### config.mk
export PLATFORM = sky130hd
export DESIGN_NAME = key_conditioner
export DESIGN_NICKNAME = d
export VERILOG_FILES = /design/src/rtl/key_conditioner.sv
export SDC_FILE = /design/constraint.sdc
export NUM_CORES = 1
export LEC_CHECK = 0
export ABC_AREA = 1
export ABC_CLOCK_PERIOD_IN_PS = 1900
export BUFFER_PORTS_ARGS = -buffer_cell sky130_fd_sc_hd__buf_2
export CAP_MARGIN = 30
export CORE_MARGIN = 2
export CORE_UTILIZATION = 62
export CTS_CLUSTER_SIZE = 28
export DETAILED_ROUTE_END_ITERATION = 7
export MAX_ROUTING_LAYER = met4
export PLACE_DENSITY_LB_ADDON = 0.12
export REMOVE_ABC_BUFFERS = 1
export SYNTH_ARGS = -nofsm -noshare
export SYNTH_HDL_FRONTEND = slang
export SYNTH_SLANG_ARGS = --single-unit
### constraint.sdc
create_clock -name clk_i -period 1.9 [get_ports clk_i]
set_input_delay 0.19 -clock clk_i [delete_from_list [all_inputs] [get_ports clk_i]]
set_output_delay 0.19 -clock clk_i [all_outputs]
set_load 0.1 [all_outputs]
### src/rtl/key_conditioner.sv
// key_conditioner: push-button input conditioning for the game logic.
// For each key the block runs polarity correction, a two-flop
// synchroniser, a debounce state machine with a stability counter,
// and registered one-cycle press/release pulses.
// Optional feature macro: KEY_CONDITIONER_REPEAT_EN. When it is defined,
// a held key also produces auto-repeat press pulses.
// KEYS_W defaults to the board's four keys.
module key_conditioner #(
  parameter int KEYS_W              = 4,
  parameter int KEY_ACTIVE_LOW      = 1,
  parameter int DEBOUNCE_CYCLES     = 250000,
  parameter int REPEAT_DELAY_CYCLES = 25000000,
  parameter int REPEAT_RATE_CYCLES  = 5000000
) (
  input  logic              clk_i,
  input  logic              rst_i,
  input  logic [KEYS_W-1:0] keys_i,
  output logic [KEYS_W-1:0] keys_o,
  output logic [KEYS_W-1:0] press_o,
  output logic [KEYS_W-1:0] release_o
);

  // Bit 1 of the state encoding is the accepted (stable) level,
  // so keys_o comes straight from the state register.
  typedef enum logic [1:0] {
    ST_RELEASED     = 2'b00,
    ST_PRESS_PEND   = 2'b01,
    ST_PRESSED      = 2'b11,
    ST_RELEASE_PEND = 2'b10
  } state_t;

  localparam int              CNT_W    = (DEBOUNCE_CYCLES > 2) ? $clog2(DEBOUNCE_CYCLES) : 1;
  localparam logic [CNT_W-1:0] CNT_LAST = CNT_W'(DEBOUNCE_CYCLES - 1);
  localparam logic            POL      = (KEY_ACTIVE_LOW != 0);

`ifdef KEY_CONDITIONER_REPEAT_EN
  localparam int               RPT_MAX   = (REPEAT_DELAY_CYCLES > REPEAT_RATE_CYCLES) ?
                                           REPEAT_DELAY_CYCLES : REPEAT_RATE_CYCLES;
  localparam int               RPT_W     = (RPT_MAX > 2) ? $clog2(RPT_MAX) : 1;
  localparam logic [RPT_W-1:0] RPT_DELAY_LAST = RPT_W'(REPEAT_DELAY_CYCLES - 1);
  localparam logic [RPT_W-1:0] RPT_RATE_LAST  = RPT_W'(REPEAT_RATE_CYCLES - 1);
`endif

  // Reject configurations that the counters cannot represent.
  if (DEBOUNCE_CYCLES < 2 || REPEAT_DELAY_CYCLES < 2 || REPEAT_RATE_CYCLES < 2) begin : g_bad_param
    $error("key_conditioner: cycle parameters must be at least 2");
  end

  for (genvar k = 0; k < KEYS_W; k++) begin : g_key
    logic             s1_q, s2_q;
    state_t           state_q, state_d;
    logic [CNT_W-1:0] cnt_q, cnt_d;
    logic             press_q, press_d;
    logic             release_q, release_d;
    logic             stable;
`ifdef KEY_CONDITIONER_REPEAT_EN
    logic [RPT_W-1:0] rpt_q, rpt_d;
    logic             rpt_first_q, rpt_first_d;
`endif

    assign stable       = state_q[1];
    assign keys_o[k]    = stable;
    assign press_o[k]   = press_q;
    assign release_o[k] = release_q;

    // Polarity-corrected two-flop synchroniser; reset reads as released.
    always_ff @(posedge clk_i or negedge rst_i) begin
      if (!rst_i) begin
        s1_q <= 1'b0;
        s2_q <= 1'b0;
      end else begin
        s1_q <= keys_i[k] ^ POL;
        s2_q <= s1_q;
      end
    end

    // Debounce state, stability counter and registered edge pulses.
    always_ff @(posedge clk_i or negedge rst_i) begin
      if (!rst_i) begin
        state_q   <= ST_RELEASED;
        cnt_q     <= '0;
        press_q   <= 1'b0;
        release_q <= 1'b0;
      end else begin
        state_q   <= state_d;
        cnt_q     <= cnt_d;
        press_q   <= press_d;
        release_q <= release_d;
      end
    end

`ifdef KEY_CONDITIONER_REPEAT_EN
    // Auto-repeat counter: first interval is the delay, later ones the rate.
    always_ff @(posedge clk_i or negedge rst_i) begin
      if (!rst_i) begin
        rpt_q       <= '0;
        rpt_first_q <= 1'b1;
      end else begin
        rpt_q       <= rpt_d;
        rpt_first_q <= rpt_first_d;
      end
    end
`endif

    // Next state: a pending state commits after DEBOUNCE_CYCLES
    // consecutive disagreeing samples, or falls back when s2 reverts.
    always_comb begin
      state_d   = state_q;
      cnt_d     = cnt_q;
      press_d   = 1'b0;
      release_d = 1'b0;
      case (state_q)
        ST_RELEASED, ST_PRESS_PEND: begin
          if (!s2_q) begin
            state_d = ST_RELEASED;
            cnt_d   = '0;
          end else if (cnt_q == CNT_LAST) begin
            state_d = ST_PRESSED;
            cnt_d   = '0;
            press_d = 1'b1;
          end else begin
            state_d = ST_PRESS_PEND;
            cnt_d   = cnt_q + CNT_W'(1);
          end
        end
        ST_PRESSED, ST_RELEASE_PEND: begin
          if (s2_q) begin
            state_d = ST_PRESSED;
            cnt_d   = '0;
          end else if (cnt_q == CNT_LAST) begin
            state_d   = ST_RELEASED;
            cnt_d     = '0;
            release_d = 1'b1;
          end else begin
            state_d = ST_RELEASE_PEND;
            cnt_d   = cnt_q + CNT_W'(1);
          end
        end
        default: begin
          state_d = ST_RELEASED;
          cnt_d   = '0;
        end
      endcase
`ifdef KEY_CONDITIONER_REPEAT_EN
      // Runs only while the key stays accepted-pressed across this edge,
      // so a repeat pulse can never coincide with a release pulse.
      rpt_d       = '0;
      rpt_first_d = 1'b1;
      if (stable && state_d[1]) begin
        if (rpt_q == (rpt_first_q ? RPT_DELAY_LAST : RPT_RATE_LAST)) begin
          press_d     = 1'b1;
          rpt_d       = '0;
          rpt_first_d = 1'b0;
        end else begin
          rpt_d       = rpt_q + RPT_W'(1);
          rpt_first_d = rpt_first_q;
        end
      end
`endif
    end
  end

endmodule

==> results of run 1 <==
synth_stat cells, types with 7 or more instances:
master / number / share of area
a21oi_1: 7 / 0.0070
buf_4: 13 / 0.019
dfrtp_1: 92 / 0.46
inv_1: 64 / 0.048
nand2_1: 130 / 0.097
nand3_1: 35 / 0.035
nand4_1: 10 / 0.012
nor2_1: 138 / 0.10
nor2_2: 24 / 0.030
nor2_4: 15 / 0.034
nor3_1: 17 / 0.017
xnor2_1: 7 / 0.012
xor2_1: 27 / 0.047
state kept, by name (all words and copies together) (netlist names):
name,cells
g_key.state_q,4
g_key.cnt_q,72
g_key.press_q,4
g_key.s1_q,4
g_key.release_q,4
g_key.s2_q,4
final cells by class:
cell class / instances / area (um^2)
tap: 102 / 128
fill: 645 / 2410
clock buffer: 11 / 131
timing repair buffer: 25 / 173
sequential: 92 / 2300
clock inverter: 5 / 86.3
inverter: 73 / 283
multi-input combinational: 444 / 2290
report_power, final:
| group | total (mW) | leakage, nW | internal [mW] | switching (mW) |
|---|---|---|---|---|
| sequential | 2.01 | 1.26 | 1.99 | 0.0210 |
| combinational | 0.166 | 1.03 | 0.0537 | 0.113 |
| clock | 1.44 | 0.108 | 0.750 | 0.691 |
| total | 3.61 | 2.40 | 2.79 | 0.825 |
layer usage:
metal,vias up,wire length [um],global-route usage
li1,1953,-,-
met1,1731,4220,0.312
met2,78,4110,0.367
met3,15,317,0.0369
met4,0,159,0.0809
met5,-,0,-
worst reg2reg max path: stages (launching register included):
cell and delay, ns:
dfrtp_1 0.37, ha_1 0.22, nand3_2 0.14, clkinv_2 0.09
nand3_2 0.09, nor2_4 0.13, nor2_4 0.08, inv_4 0.25
nor2_1 0.10
final timing paths:
path / from / endpoint / slack, ns
max: g_key[2].cnt_q[0] / g_key[2].cnt_q[12] / 0.32
min: rst_i / g_key[3].cnt_q[16] / 0.28
max reg2reg: g_key[2].cnt_q[0] / g_key[2].cnt_q[12] / 0.32
min reg2reg: g_key[1].s1_q / g_key[1].s2_q / 0.36
max in group asynchronous: rst_i / g_key[3].press_q / 1.02
min in group clk_i: g_key[1].s1_q / g_key[1].s2_q / 0.36
stage by stage:
step / hold slack, ns / setup slack, ns / util / cell area, um^2
CTS: 0.295 / 0.320 / 0.691 / 5400
detailed placement: 0.143 / 0.309 / 0.657 / 5130
finish: 0.283 / 0.317 / 0.691 / 5400
global placement: 0.143 / 0.353 / 0.657 / 5130
floorplan: -0.106 / 0.126 / - / 4880
global route: 0.324 / 0.157 / 0.691 / 5400
repair_timing:
item / 4_1_cts / 5_1_grt
hold buffers: 5 / 0
setup endpoints to repair: 0 / 0
endpoints found under the hold margin: 30 / 0
logic make-up after synthesis:
kind of cell / after synthesis / share of synthesized area
compound gates: 19 / 0.0271
xor+xnor: 34 / 0.0591
fa+ha+maj: 4 / 0.00994
buf+inv: 89 / 0.0875
flops: 92 / 0.457
simple gates: 387 / 0.359
==> results.toml, run 1 <==
[die]
pin_count = 18
die_h_um = 94.1
die_w_um = 94.1
core_area_um2 = 7810
die-area_um2 = 8860
start_util = 0.645
rows = 32

[routing]
drt_iter0_markers = 228
drcViolationCount = 0
dr.pass1.iters = 5
vias_per_cell = 5.02
routed_wl_um = 8800
wl_per_cell_um = 11.7
vias = 3777
ant_nets = 0

[synth]
synth.avg_cell_area_um2 = 8.06
synth_seq_cells = 92
yosysWarnings = 0
ys_types = 29
synth_enable_flop_cells = 0
syn_inst = 625
synth_ff_type = "dfrtp_1"
async_flop_share = 1.00
netlist_area_um2 = 5030
ys_seq_area_frac = 0.457

[timing]
max_clock_freq_mhz = 632
drv_slew = 0
fin_crit_sh = 0.833
max_slew.worst_pin.slew_ns = 0.490
rsz0062_at_grt = "no"
fin_skew_ns = 0.0125
min_period_ns = 1.58
finalHoldViolCount = 0
final.setup.tns_ns = 0
relSlewSlack = 0.676
setup_viol = 0

[placement]
gp_congestion = 0.903
placedCellCount = 731
portBuffers = 17
dp_hpwl_um = 6420

[clocking]
clockBufferDepth = 2
cts.repair.resized = 0
cts_sinks = 92
clkTransAtPathRegs_ns = 0.10
clockRootBuffer = "clkbuf_8"
post_cts_buffers = 0
htreeDepth = 3
tritoncts = "done"
cts_buffers = 9
clk_latency_ns = 0.36

[worst_setup_path]
critical_path_required_ns = 2.14
cp.depth = 8
worst_path_largest_cell_delay_ns = 0.37
path_class = "flip-flop to flip-flop"
cp-start-kind = "flip-flop"
arrival_ns = 1.82
crit_path_end_kind = "flip-flop"
crit_buf_inv = 2
worstPathMaxFanout = 12
crit_slowest_cell = "dfrtp_1"
crit_chain = "ha_1 -> nand3_2 -> clkinv_2 -> nand3_2 -> nor2_4 -> nor2_4 -> inv_4 -> nor2_1"
reg2reg_depth = 8
crit_family = "simple AND/OR/NAND/NOR gates"

[layout]
final_common_cell = "nor2_1"
final_cell_mix = "nor2_1, nand2_1, dfrtp_1"
n_antenna_cell = 0
final_net_count = 655
final_layout_size_suffix_gt1_frac = 0.148
stdcell_count = 752
syn2layout_area_growth_pct = 7.16

[global_routing]
grt_pass1_vias = 3714
grt_overflow_total = 0
grt_max_degree = 31
antenna_found_initial = 0
grt_util_all_layers = 0.234
grt_pass1_wl_um = 16100

[worst_hold_path]
min-delay-path-class = "input port to async pin"

[pwr]
peakVddDrop_uv = 495
total_power_mw = 3.61
p_leak_nw = 2.40
p_per_area_nw_per_um2 = 670

[run]
cap_violations = 0

[run_status]
status = "complete, no violations"
Note: power is estimated with default switching activity, not from simulation.
==> run 2: changes to the inputs <==
--- a/config.mk
+++ b/config.mk
@@ -5,12 +5,12 @@
 export SDC_FILE = /design/constraint.sdc
 export NUM_CORES = 1
 export LEC_CHECK = 0
-export ABC_AREA = 1
-export ABC_CLOCK_PERIOD_IN_PS = 1900
+export ABC_AREA = 0
+export ABC_CLOCK_PERIOD_IN_PS = 1300
 export BUFFER_PORTS_ARGS = -buffer_cell sky130_fd_sc_hd__buf_2
 export CAP_MARGIN = 30
 export CORE_MARGIN = 2
-export CORE_UTILIZATION = 62
+export CORE_UTILIZATION = 55
 export CTS_CLUSTER_SIZE = 28
 export DETAILED_ROUTE_END_ITERATION = 7
 export MAX_ROUTING_LAYER = met4
==> constraint.sdc (replaced) <==
create_clock -name clk_i -period 1.3 [get_ports clk_i]
set_input_delay 0.13 -clock clk_i [delete_from_list [all_inputs] [get_ports clk_i]]
set_output_delay 0.13 -clock clk_i [all_outputs]
set_load 0.1 [all_outputs]
==> results.toml, run 2 <==
[global_routing]
grt_pass1_vias = 3848
grt_pass1_wl_um = 18200
grt_util_all_layers = 0.276
grt_max_degree = 36
grt_overflow_total = 0
antenna_found_initial = 0

[synth]
synthTopCellsByCount = "dfrtp_1, nor2_1, xnor2_1, nor4_1, nand3_1"
synth_top_area_cell = "dfrtp_1"
ys_types = 41
ys_seq_area_frac = 0.528
async_flop_share = 1.00
syn_inst = 423
synth_compound_area_frac = 0.0370
synth_area_leaders = "dfrtp_1, xnor2_1, nor2_1"
synth-simple-area-share = 0.255
netlist_area_um2 = 4360
synth_xor_area_frac = 0.117
synth_top_family_by_area = "simple AND/OR/NAND/NOR gates"
synth_top_area_frac = 0.528
synth_enable_flop_cells = 0
yosysWarnings = 0
yosys.area_share.adder = 0.0115
synth_seq_cells = 92
synth.avg_cell_area_um2 = 10.3
synth_ff_type = "dfrtp_1"
yosysMostFrequentCell = "dfrtp_1"
muxShareOfSynthArea = 0.0103

[pwr]
p_per_area_nw_per_um2 = 839
total_power_mw = 5.36
peakVddDrop_uv = 982
p_leak_nw = 2.71

[worst_setup_path]
path_class = "flip-flop to flip-flop"
worstPathMaxFanout = 4
crit_slowest_cell = "dfrtp_1"
crit_chain = "buf_4 -> buf_6 -> buf_6 -> nand4_1 -> buf_4 -> nor4_1 -> xnor2_1 -> nor2_2"
crit_path_end_kind = "flip-flop"
arrival_ns = 2.06
cp-start-kind = "flip-flop"
critical_path_required_ns = 1.56
worst_path_largest_cell_delay_ns = 0.43

[layout]
largest_reg_flops = 72
fillers = 417
seq_area_um2 = 2300
multi_input_area_um2 = 2330
syn2layout_area_growth_pct = 46.6
n_antenna_cell = 0
final_common_cell = "buf_4"
top_register = "g_key.cnt_q"
final_net_count = 589
final_layout_size_suffix_gt1_frac = 0.485
final_cell_mix = "buf_4, dfrtp_1, xnor2_1"

[routing]
routed_wl_um = 12100
vias = 3894
dr.pass1.iters = 4
drt_iter0_markers = 212
ant_nets = 0
wl_per_cell_um = 17.6
vias_per_cell = 5.68
drcViolationCount = 0

[die]
pin_count = 18
die_w_um = 93
die_h_um = 93
start_util = 0.567
rows = 32
core_area_um2 = 7690
die-area_um2 = 8650

[placement]
dp_hpwl_um = 6950
portBuffers = 17
gp_congestion = 0.868

[timing]
setup_slack_ns = -0.493
fin_crit_sh = 1.38
rsz0062_at_grt = "yes"
max_clock_freq_mhz = 558
setup_viol = 84
finalHoldViolCount = 0
fin_skew_ns = 0.0124
min_period_ns = 1.79
relSlewSlack = 0.626
max_slew.worst_pin.slew_ns = 0.559
final.setup.tns_ns = -31.18
drv_slew = 0

[clocking]
cts_sinks = 92
clkTransAtPathRegs_ns = 0.10
htreeDepth = 3
clockRootBuffer = "clkbuf_8"
tritoncts = "done"
clk_latency_ns = 0.37
cts_buffers = 9
clockBufferDepth = 2

[run]
cap_violations = 0

[worst_hold_path]
min-delay-path-class = "input port to async pin"

[run_status]
violations = "setup timing"
status = "finished, violations left"
-- run 2: cell types whose count changed in the layout (fill, tap and decap cells not counted), moves of 14 or more --
cell     previous run  this run
nor2_1            138        24
nand2_1           130        17
buf_4               3       115
inv_1              64        17
xnor2_1             7        44
buf_6               0        28
nor4_1              0        17
nand3_1            35        19
xor2_1             27        11
nor2_2             24        38
-- run 2: final cells by class --
| type | instances | area share |
|---|---|---|
| clock buffer | 9 | 0.0194 |
| clock inverter | 7 | 0.0116 |
| inverter | 17 | 0.00999 |
| multi-input combinational | 296 | 0.365 |
| sequential | 92 | 0.361 |
| tap | 102 | 0.0200 |
| timing repair buffer | 163 | 0.213 |
-- run 2: cell families (layout without fill, tap and decap cells) --
| logic type | Yosys count | after routing |
|---|---|---|
| and+or+nand+nor | 209 | 209 |
| DFF | 92 | 92 |
| buffers and inverters | 35 | 196 |
| muxes | 4 | 4 |
| adders and majority gates | 4 | 4 |
| AOI/OAI and AO/OA | 21 | 21 |
| xor gates and xnor gates | 58 | 58 |
-- run 2: report_power, final --
group          switching (mW)  internal (mW)
clock                    1.10          0.900
combinational           0.216          0.200
sequential             0.0420           2.90
-- run 2: per-stage QoR --
stage	std cells	cell area [um^2]	utilization	hold WS (ns)	worst slack, ns
floorplan	405	4240	-	-0.166	-0.602
global placement	643	5410	0.703	0.0767	-0.471
detailed placement	643	5410	0.703	0.0785	-0.525
CTS	682	6120	0.797	0.226	-0.432
global route	686	6390	0.831	0.247	-0.556
finish	686	6390	0.831	0.238	-0.493
-- run 2: layer usage --
layer | GRT usage | share of wire | up-vias
met5 | - | 0 | -
met4 | 0.0980 | 0.033 | 0
met3 | 0.0443 | 0.047 | 47
met2 | 0.457 | 0.50 | 140
met1 | 0.348 | 0.42 | 1923
li1 | - | - | 1784
-- run 2: path summary, 6_finish.rpt --
| kind | slack (ns) | cells after the start | from | to |
|---|---|---|---|---|
| max | -0.49 | 8 | g_key[2].cnt_q[1] | g_key[2].cnt_q[11] |
| min reg2reg | 0.36 | 0 | g_key[1].s1_q | g_key[1].s2_q |
| max in group asynchronous | 0.55 | 3 | rst_i | g_key[0].cnt_q[16] |
| min in group clk_i | 0.36 | 0 | g_key[1].s1_q | g_key[1].s2_q |
| max reg2reg | -0.49 | 8 | g_key[2].cnt_q[1] | g_key[2].cnt_q[11] |
| min | 0.24 | 2 | rst_i | g_key[1].cnt_q[7] |
-- run 2: critical path: cells and delay by family (launching register included) --
family                 cells  cell delay [ns]
AND/OR/NAND/NOR            3             0.55
XOR/XNOR                   1             0.20
buffers and inverters      4             0.51
flip-flops                 1             0.43
-- run 2: timing repair --
item,in CTS,in global routing
endpoints found under the setup margin,87,85
hold endpoints to repair,28,0
pin swaps,74,24
cloned,3,0
gates resized for setup,84,65
setup buffers,15,7
hold buffers,5,0
==> run 3: changes to the inputs <==
--- a/config.mk
+++ b/config.mk
@@ -13,7 +13,6 @@
 export CORE_UTILIZATION = 55
 export CTS_CLUSTER_SIZE = 28
 export DETAILED_ROUTE_END_ITERATION = 7
-export MAX_ROUTING_LAYER = met4
 export PLACE_DENSITY_LB_ADDON = 0.12
 export REMOVE_ABC_BUFFERS = 1
 export SYNTH_ARGS = -nofsm -noshare
==> results.toml, run 3 (synthesis gave the netlist of run 2 again) <==
[clocking]
htreeDepth = 3
clkTransAtPathRegs_ns = 0.09
cts_sinks = 92
tritoncts = "done"
clk_latency_ns = 0.37
clockBufferDepth = 2
clockRootBuffer = "clkbuf_8"
cts_buffers = 9

[worst_setup_path]
crit_buf_inv = 0
critical_path_required_ns = 1.60
crit_family = "simple AND/OR/NAND/NOR gates"
arrival_ns = 2.11
crit_slowest_cell = "or4_1"
crit_chain = "ha_4 -> nand3_1 -> or3_1 -> or4_1 -> a21oi_2"
worstPathMaxFanout = 2
worst_path_largest_cell_delay_ns = 0.47
cp-start-kind = "flip-flop"
crit_path_end_kind = "flip-flop"
path_class = "flip-flop to flip-flop"

[die]
die_w_um = 93
die-area_um2 = 8650
rows = 32
core_area_um2 = 7690
die_h_um = 93
pin_count = 18
start_util = 0.567

[layout]
final_common_cell = "buf_4"
top_register = "g_key.cnt_q"
stdcell_count = 685
postLayoutCellArea_um2 = 6390
largest_reg_flops = 72
final_cell_mix = "buf_4, dfrtp_1, xnor2_1"
final_layout_size_suffix_gt1_frac = 0.484
n_antenna_cell = 0
fillers = 422
seq_area_um2 = 2300
multi_input_area_um2 = 2340
syn2layout_area_growth_pct = 46.6
final_net_count = 588

[global_routing]
grt_max_degree = 36
globalRouteMet1Util = 0.345
grt_overflow_total = 0
grt_pass1_vias = 3865
antenna_found_initial = 0
grt_pass1_wl_um = 18200
grt_util_all_layers = 0.268
top_usage_layer = "met2"
use_met3 = 0.0467
met2_usage = 0.458

[run]
cap_violations = 0

[pwr]
p_leak_nw = 2.71
peakVddDrop_uv = 961
p_per_area_nw_per_um2 = 833

[run_status]
violations = "setup timing"
status = "finished, violations left"

[timing]
max_clock_freq_mhz = 553
hold_ws_ns = 0.227
min_period_ns = 1.81
setup_slack_ns = -0.509
final.setup.tns_ns = -33.14
rsz0062_at_grt = "yes"
max_slew.worst_pin.slew_ns = 0.619
fin_crit_sh = 1.39
setup_viol = 84
fin_skew_ns = 0.00646
finalHoldViolCount = 0
drv_slew = 0
relSlewSlack = 0.586

[placement]
placed_area_um2 = 5410
portBuffers = 17
placedCellCount = 643
dp_hpwl_um = 6950
gp_congestion = 0.854

[routing]
drcViolationCount = 0
routed_wl_um = 12000
dr.pass1.iters = 4
vias_per_cell = 5.63
vias = 3856
ant_nets = 0
wl_per_cell_um = 17.6
drt_iter0_markers = 176

[worst_hold_path]
min-delay-path-class = "input port to async pin"
==> run 3: layer usage <==
layer  vias to the layer above  share of wire
met2                        94           0.52
li1                       1778              -
met4                         0          0.029
met5                         -              0
met1                      1956           0.42
met3                        28          0.037
==> run 3: power breakdown <==
part / internal [mW] / total (mW) / switching, mW / leakage [nW]
clock network: 0.899 / 1.97 / 1.07 / 0.100
logic: 0.196 / 0.410 / 0.213 / 1.35
registers: 2.90 / 2.94 / 0.0404 / 1.26
total: 4.00 / 5.32 / 1.32 / 2.71
==> run 3: worst paths after layout <==
check	start	to	slack (ns)	cells past startpoint
worst min-delay path	rst_i	g_key[1].cnt_q[7]	0.23	2
worst max register to register	g_key[2].cnt_q[1]	g_key[2].cnt_q[16]	-0.51	5
worst max-delay path	g_key[2].cnt_q[1]	g_key[2].cnt_q[16]	-0.51	5
worst min register to register	g_key[3].s1_q	g_key[3].s2_q	0.36	0
max in group asynchronous	rst_i	g_key[0].cnt_q[15]	0.56	3
min in group clk_i	g_key[3].s1_q	g_key[3].s2_q	0.36	0
==> run 3: through the flow <==
step	util	setup WS [ns]	power, mW
2_1_floorplan	-	-0.602	3.07
3_3_place_gp	0.703	-0.471	3.26
3_5_place_dp	0.703	-0.525	3.27
4_1_cts	0.797	-0.432	5.29
5_1_grt	0.831	-0.534	5.52
6_report	0.831	-0.509	5.32
==> run 3: repair_timing <==
| action | 4_1_cts | 5_1_grt |
|---|---|---|
| gates resized for setup | 84 | 65 |
| gates cloned | 3 | 0 |
| pin swaps | 74 | 29 |
| endpoints found under the setup margin | 87 | 85 |
| hold endpoints to repair | 28 | 0 |
| setup buffers | 15 | 6 |
| hold buffers | 5 | 0 |
==> run 3: layout make-up <==
cell class | count | area share
multi-input combinational | 296 | 0.367
sequential | 92 | 0.361
timing repair buffer | 162 | 0.212
tap | 102 | 0.0200
clock buffer | 9 | 0.0194
clock inverter | 7 | 0.0116
inverter | 17 | 0.00999
==> run 3: worst register-to-register path, cell delays in order, from the launching register on <==
cell and delay [ns]:
dfrtp_1 0.42, ha_4 0.17, nand3_1 0.11, or3_1 0.42, or4_1 0.47, a21oi_2 0.15
